### config.mk
export PLATFORM = sky130hd
export DESIGN_NAME = keccak_byte_packer
export DESIGN_NICKNAME = d
export VERILOG_FILES = /design/src/rtl/keccak_pkg.sv /design/src/rtl/keccak_byte_packer.sv
export SDC_FILE = /design/constraint.sdc
export NUM_CORES = 1
export LEC_CHECK = 0
export BUFFER_PORTS_ARGS = -buffer_cell sky130_fd_sc_hd__buf_2
export CAP_MARGIN = 20
export CORE_UTILIZATION = 55
export CTS_CLUSTER_DIAMETER = 60
export DETAILED_ROUTE_END_ITERATION = 16
export GPL_TIMING_DRIVEN = 1
export PLACE_DENSITY = 0.79
export SYNTH_ARGS = -nofsm -noshare
export SYNTH_HDL_FRONTEND = slang
export SYNTH_SLANG_ARGS = --single-unit
### constraint.sdc
create_clock -name clk -period 2 [get_ports clk]
set_clock_uncertainty 0.15 [all_clocks]
set_input_delay 0.4 -clock clk [delete_from_list [all_inputs] [get_ports clk]]
set_output_delay 0.4 -clock clk [all_outputs]
set_load 0.02 [all_outputs]
### src/rtl/keccak_pkg.sv
// rtl/keccak_pkg.sv - shared widths, FSM states and byte merge helper for the Keccak byte packer
package keccak_pkg;

   localparam int WORD_W     = 32;
   localparam int BYTE_W     = 8;
   localparam int BYTE_NUM_W = 2;

   typedef enum logic {
      COLLECT = 1'b0,
      PAD     = 1'b1
   } state_t;

   // Holding bytes sit left-justified; the new byte lands just after the last held one.
   function automatic logic [WORD_W-1:0] merge_byte(
      input logic [WORD_W-BYTE_W-1:0] held,
      input logic [BYTE_NUM_W-1:0]    count,
      input logic [BYTE_W-1:0]        data
   );
      return {held, {BYTE_W{1'b0}}} | ({data, {(WORD_W-BYTE_W){1'b0}}} >> {count, 3'b000});
   endfunction

endpackage

### src/rtl/keccak_byte_packer.sv
// rtl/keccak_byte_packer.sv - packs a byte stream into 32-bit words with last-word padding
module keccak_byte_packer
   import keccak_pkg::*;
(
   input  logic                  clk,
   input  logic                  reset,
   input  logic [BYTE_W-1:0]     byte_in,
   input  logic                  byte_valid,
   input  logic                  byte_last,
   output logic                  byte_ready,
   output logic [WORD_W-1:0]     in,
   output logic                  in_ready,
   output logic                  is_last,
   output logic [BYTE_NUM_W-1:0] byte_num,
   input  logic                  buffer_full
);

   state_t                     state;
   logic [WORD_W-BYTE_W-1:0]   held;
   logic [BYTE_NUM_W-1:0]      count;
   logic [WORD_W-1:0]          merged;
   logic                       word_take;
   logic                       byte_take;
   logic                       slot_free;

   assign slot_free  = !in_ready || !buffer_full;
   assign word_take  = in_ready && !buffer_full;
   assign byte_ready = (state == COLLECT) && slot_free;
   assign byte_take  = byte_valid && byte_ready;
   assign merged     = merge_byte(held, count, byte_in);

   always_ff @(posedge clk or negedge reset) begin
      if (!reset) begin
         state    <= COLLECT;
         held     <= '0;
         count    <= '0;
         in       <= '0;
         in_ready <= 1'b0;
         is_last  <= 1'b0;
         byte_num <= '0;
      end else begin
         // A load below overrides this, giving back-to-back words with no bubble.
         if (word_take)
            in_ready <= 1'b0;
         case (state)
            COLLECT: begin
               if (byte_take) begin
                  if (count == 2'd3 || byte_last) begin
                     in       <= merged;
                     in_ready <= 1'b1;
                     held     <= '0;
                     count    <= '0;
                     if (count == 2'd3) begin
                        is_last  <= 1'b0;
                        byte_num <= '0;
                        // A full final word still owes the zero terminator word.
                        if (byte_last)
                           state <= PAD;
                     end else begin
                        is_last  <= 1'b1;
                        byte_num <= count + 2'd1;
                     end
                  end else begin
                     held  <= merged[WORD_W-1:BYTE_W];
                     count <= count + 2'd1;
                  end
               end
            end
            PAD: begin
               if (slot_free) begin
                  in       <= '0;
                  is_last  <= 1'b1;
                  byte_num <= '0;
                  in_ready <= 1'b1;
                  state    <= COLLECT;
               end
            end
         endcase
      end
   end

endmodule

# Word level (Yosys, flattened, before mapping)
# Cells that the tools add are included.
[word_totals]
regBits = 63
input_bits = 13
output_inout_bits = 37
elab_cells = 51
[op_classes]
n_addsub = 1
eq_ne = 4
shift = 1
mux = 27
n_bitwise = 2
reduce_logical = 9
[op_table]
columns = ["cell", "n"]
rows = [
  ["$mux W32", 3],
  ["$pmux W32 S2", 1],
  ["$or A32 B32 Y32", 1],
  ["$shr A32 B5 Y32", 1],
  ["$mux W24", 1],
  ["$mux W1", 13],
  ["$mux W2", 5],
  ["$pmux W1 S2", 3],
  ["$ne A2 B1 Y1 const B", 2],
  ["$pmux W2 S2", 1],
  ["$logic_and A1 B1 Y1", 3],
  ["$reduce_and A3 Y1", 1],
  ["$add A2 B1 Y2 const B", 1],
  ["$eq A2 B2 Y1 const B", 1],
  ["$logic_not A1 Y1", 2],
  ["$logic_or A1 B1 Y1", 2],
  ["$ne A2 B2 Y1 const B", 1],
  ["$reduce_and A2 Y1", 1],
  ["$not A1 Y1", 1],
]

# Depth between registers and ports, before layout
[logic_depth]
word_depth = 6
depth_mapped = 6
ltp_nobuf = 4

# Least setup slack after synthesis
# OpenSTA, ideal clock, no wires.
[synth_timing]
kind = "register to register"
start = "register count[0]"
end = "register is_last"
setup_ps = 142
arrival_ps = 1457
t_required_ps = 1708
path_slack_ps = 252
stages_incl_launch_ff = 6
path_buffers = 1
synth_period_minus_slack_ps = 1748
path_cell_list = "dfrtp_1 > ha_1 > o21a_1 > o21ai_4 > buf_2 > a32oi_1"
[synth_between]
elab_chain_cells = 5
elab_cells_between_ends = 8
cone_classes = "eq/ne: 2; mux: 4; reduce/logical: 2"
[synth_rtl]
columns = ["item", "line", "text"]
rows = [
  ["start, declared", "keccak_byte_packer.sv:20", "logic [BYTE_NUM_W-1:0] count;"],
  ["start signal, assigned", "keccak_byte_packer.sv:65", "count <= count + 2'd1;"],
  ["$eq A2 B2 Y1 *", "keccak_byte_packer.sv:48, keccak_byte_packer.sv:53", ""],
  ["$mux W1", "keccak_byte_packer.sv:53", "if (count == 2'd3) begin"],
  ["$mux W1", "keccak_byte_packer.sv:48", "if (count == 2'd3 || byte_last) begin"],
  ["$mux W1", "keccak_byte_packer.sv:47", "if (byte_take) begin"],
  ["$pmux W1 S2", "keccak_byte_packer.sv:45", "case (state)"],
  ["end signal, assigned", "keccak_byte_packer.sv:39", "is_last <= 1'b0;"],
  ["end signal, assigned", "keccak_byte_packer.sv:54", "is_last <= 1'b0;"],
  ["end signal, assigned", "keccak_byte_packer.sv:60", "is_last <= 1'b1;"],
  ["end, declared", "keccak_byte_packer.sv:13", "output logic is_last,"],
]
# Mark *: on every way between the ends. The rest lies on a longest branch, timed or not. The select of a mux whose other input is x is not followed.
# A chain may end at the register's enable or synchronous reset.

# Worst setup path in the final report
[layout_timing]
start = "register count[0]"
end = "register byte_num[1]"
[layout_between]
elab_chain_cells = 5
elab_cells_between_ends = 9
cone_classes = "add/sub: 1; eq/ne: 2; mux: 4; reduce/logical: 2"
[layout_rtl]
columns = ["item", "line", "text"]
rows = [
  ["$add A2 B1 Y2 or $eq A2 B2 Y1 (tied branches)", "keccak_byte_packer.sv:61, keccak_byte_packer.sv:48, keccak_byte_packer.sv:53", ""],
  ["$mux W2", "keccak_byte_packer.sv:53", ""],
  ["$mux W2", "keccak_byte_packer.sv:48", ""],
  ["$mux W2", "keccak_byte_packer.sv:47", ""],
  ["$pmux W2 S2", "keccak_byte_packer.sv:45", ""],
  ["end signal, assigned", "keccak_byte_packer.sv:61", "byte_num <= count + 2'd1;"],
  ["end, declared", "keccak_byte_packer.sv:14", "output logic [BYTE_NUM_W-1:0] byte_num,"],
]
# Parallel ways exist; a longest one is shown, timed or not. The select of a mux whose other input is x is not followed.

==> flow_summary.ini <==
[sta]
final.setup.tns_ns = 0
period_share_pct = 92.3
post-route-min-period_ns = 1.85
max_freq_mhz = 542
tightest_slew_ns = 0.587
finalSetupViolations = 0
rsz0062_at_grt = false
relSlewSlack_pct = 60.7
report.final.slew_viol_count = 0
hold_viol = 0

[clock_tree]
cts_tree = built
cts_root_buf = clkbuf_8
cts-root-to-sink-buffers = 2
clkTransAtPathRegs_ns = 0.07
h-tree-depth = 3
clock_latency_ns = 0.33
clock_sinks = 63
post_cts_buffers = 0
cts_made_buffers = 9

[critical_path]
timing.rr.start = count[0]$_DFFE_PN0P_
worstSetupStartpointType = flop
critPathMaxStageDelay_ns = 0.45
endpoint_kind = flop
path_cells = ha_1 -> o21a_1 -> o21ai_4 -> buf_4 -> a22o_1
crit_slowest_cell = dfrtp_1
critPathMaxFanout = 18
path_class = flop to flop
arrival_ns = 1.96
startpoint = count[0]$_DFFE_PN0P_
critPathRequiredTime_ns = 2.12

[placement]
io_buffers = 49
place.gp.congestion = 0.795
dp_hpwl_mm = 3.74
dp.cells = 340

[global_routing]
grt_antenna_before_repair = 0
grt_pass1_vias = 2010
track_usage_pct = 25.0
grt_pass1_wl_mm = 9.92
overflow = 0
grt_max_degree = 64

[layout]
antennaDiodeCount = 0
final_cells = 357
drive_above_1_share_pct = 34.8
areaGrowthSynthToFinish_pct = 20.4
fillCellCount = 345
nets = 299

[job]
cap_violations = 0

[logic_synthesis]
ys_warn_count = 0
ys_types = 31
synth_area_leader_cell = dfrtp_1
synth_area_leaders = dfrtp_1 (57%), o2bb2ai_2 (10%), a41oi_1 (7.6%)
synth_edf_count = 0
ys_ff_latch = 63
syn_area_per_cell_um2 = 12.1
synth_flop_cell = dfrtp_1
synthesis.area_um2 = 2780
syn_nets = 245
synth.most_common_cell = dfrtp_1
netlist_instances = 231
synth_common_cells = dfrtp_1 (63), nor2_1 (26), a21oi_1 (25)
async_flop_share_pct = 100
yosysTopAreaCellShare_pct = 56.6
yosysSeqAreaShare_pct = 56.6

[drt]
routed_via_density = 5.82
wl_per_cell_um = 16.7
dr.first_iter.drc_count = 165
wirelength_mm = 5.95
vias = 2079
drc = 0
first_pass_iters = 4
drtAntennaViolNets = 0

[floorplan]
coreArea_um2 = 4790
fp.dieH_um = 73.1
die_area_um2 = 5350
rows = 25
start_util_pct = 58.2
io_pins = 50
die_w_um = 73.1

[power_and_ir_drop]
ir_drop_v = 0.000941
power_density_nw_per_um2 = 1410
power_leakage_nw = 1.59

[hold_path]
min_path_type = input pin to flop
min_from = byte_last

[status]
status = finished clean
==> worst paths after layout <==
path / end / slack (ns) / cells after the start
worst max-delay path: byte_num[1]$_DFFE_PN0P_ / 0.15 / 5
worst min-delay path: state$_DFF_PN0_ / 0.19 / 3
min in group asynchronous: in[4]$_DFFE_PN0P_ / 0.44 / 3
max in group asynchronous: held[20]$_DFFE_PN0P_ / 0.99 / 3
worst min register to register: in[17]$_DFFE_PN0P_ / 0.33 / 1
worst max register to register: byte_num[1]$_DFFE_PN0P_ / 0.15 / 5
==> worst max-delay path, delay by kind of cell, from the launching register on <==
kind                       cells  cell delay, ns
buffers and inverters          1            0.33
DFF                            1            0.45
adders and majority gates      1            0.28
AOI/OAI and AO/OA              3            0.56
==> kinds of logic (layout without fill, tap and decap cells) <==
| family | count (synthesis) | in the layout | share of synthesized area [%] |
|---|---|---|---|
| muxes | 8 | 8 | 2.88 |
| and+or+nand+nor | 48 | 48 | 7.91 |
| buffers and inverters | 29 | 88 | 5.48 |
| adders and majority gates | 1 | 1 | 0.449 |
| AOI/OAI and AO/OA | 82 | 82 | 26.7 |
| DFF | 63 | 63 | 56.6 |
==> repair_timing <==
item                       4_1_cts  5_1_grt
hold endpoints to repair        63        0
setup endpoints to repair        0       10
hold buffers                     1        0
gates resized for setup          0        1
==> sequential cells by signal, summed over array words and instances (netlist names) <==
signal    count
in           32
held         24
byte_num      2
count         2
in_ready      1
is_last       1
state         1
==> power breakdown <==
part | switching [W] | leakage, nW | internal [W]
clock network | 0.000472 | 0.109 | 0.000674
logic | 0.000955 | 0.656 | 0.000678
registers | 0.000274 | 0.826 | 0.00168
total | 0.00170 | 1.59 | 0.00303
==> layer usage <==
layer | vias up | part of all wire (%) | global-route usage [%] | wire length, um
li1 | 963 | - | - | -
met1 | 1035 | 45 | 34.2 | 2680
met3 | 11 | 5.8 | 5.11 | 345
met2 | 70 | 48 | 37.9 | 2840
met5 | - | 0 | 0 | 0
met4 | 0 | 1.5 | 13.1 | 89
==> per-stage QoR <==
step | setup WS, ns | area, um2 | hold WS [ns] | total power (W) | util (%)
2_1_floorplan | 0.252 | 2780 | -0.0456 | 0.00307 | -
3_3_place_gp | 0.179 | 3130 | 0.285 | 0.00355 | 65.4
3_5_place_dp | 0.163 | 3130 | 0.286 | 0.00359 | 65.4
4_1_cts | 0.0870 | 3350 | 0.190 | 0.00476 | 70.0
5_1_grt | 0.0511 | 3350 | 0.216 | 0.00497 | 70.0
6_report | 0.154 | 3350 | 0.194 | 0.00473 | 70.0
==> area by class of cell <==
cell class,count,area (um2),area share [%]
Multi-Input combinational cell,139,1060,31.6
Clock inverter,3,40.0,1.19
Sequential cell,63,1580,47.1
Inverter,9,33.8,1.01
Clock buffer,13,169,5.04
Timing Repair Buffer,63,390,11.7
Tap cell,67,83.8,2.50
==> layout by cell type (no fill, tap or decap) <==
cell type / n
dfrtp_1: 63
buf_2: 49
nor2_1: 26
a21oi_1: 25
a41oi_1: 24
o2bb2ai_2: 19
nand2_1: 12
clkbuf_8: 12
buf_4: 10
inv_1: 9
mux2i_1: 8
o2bb2ai_1: 6
buf_12: 3
nor2b_1: 2
clkinv_2: 2
nand4_1: 1
and2_4: 1
nand2b_4: 1
or3_1: 1
o21a_1: 1
o21ai_4: 1
nor2b_2: 1
and3b_1: 1
a32oi_1: 1
nor3_2: 1
a22o_1: 1
a21boi_0: 1
a41o_1: 1
nand3_1: 1
o21ai_0: 1
o21ai_1: 1
ha_1: 1
clkbuf_1: 1
bufinv_16: 1
dlygate4sd3_1: 1
No activity file was read; power rests on OpenSTA's default activity.
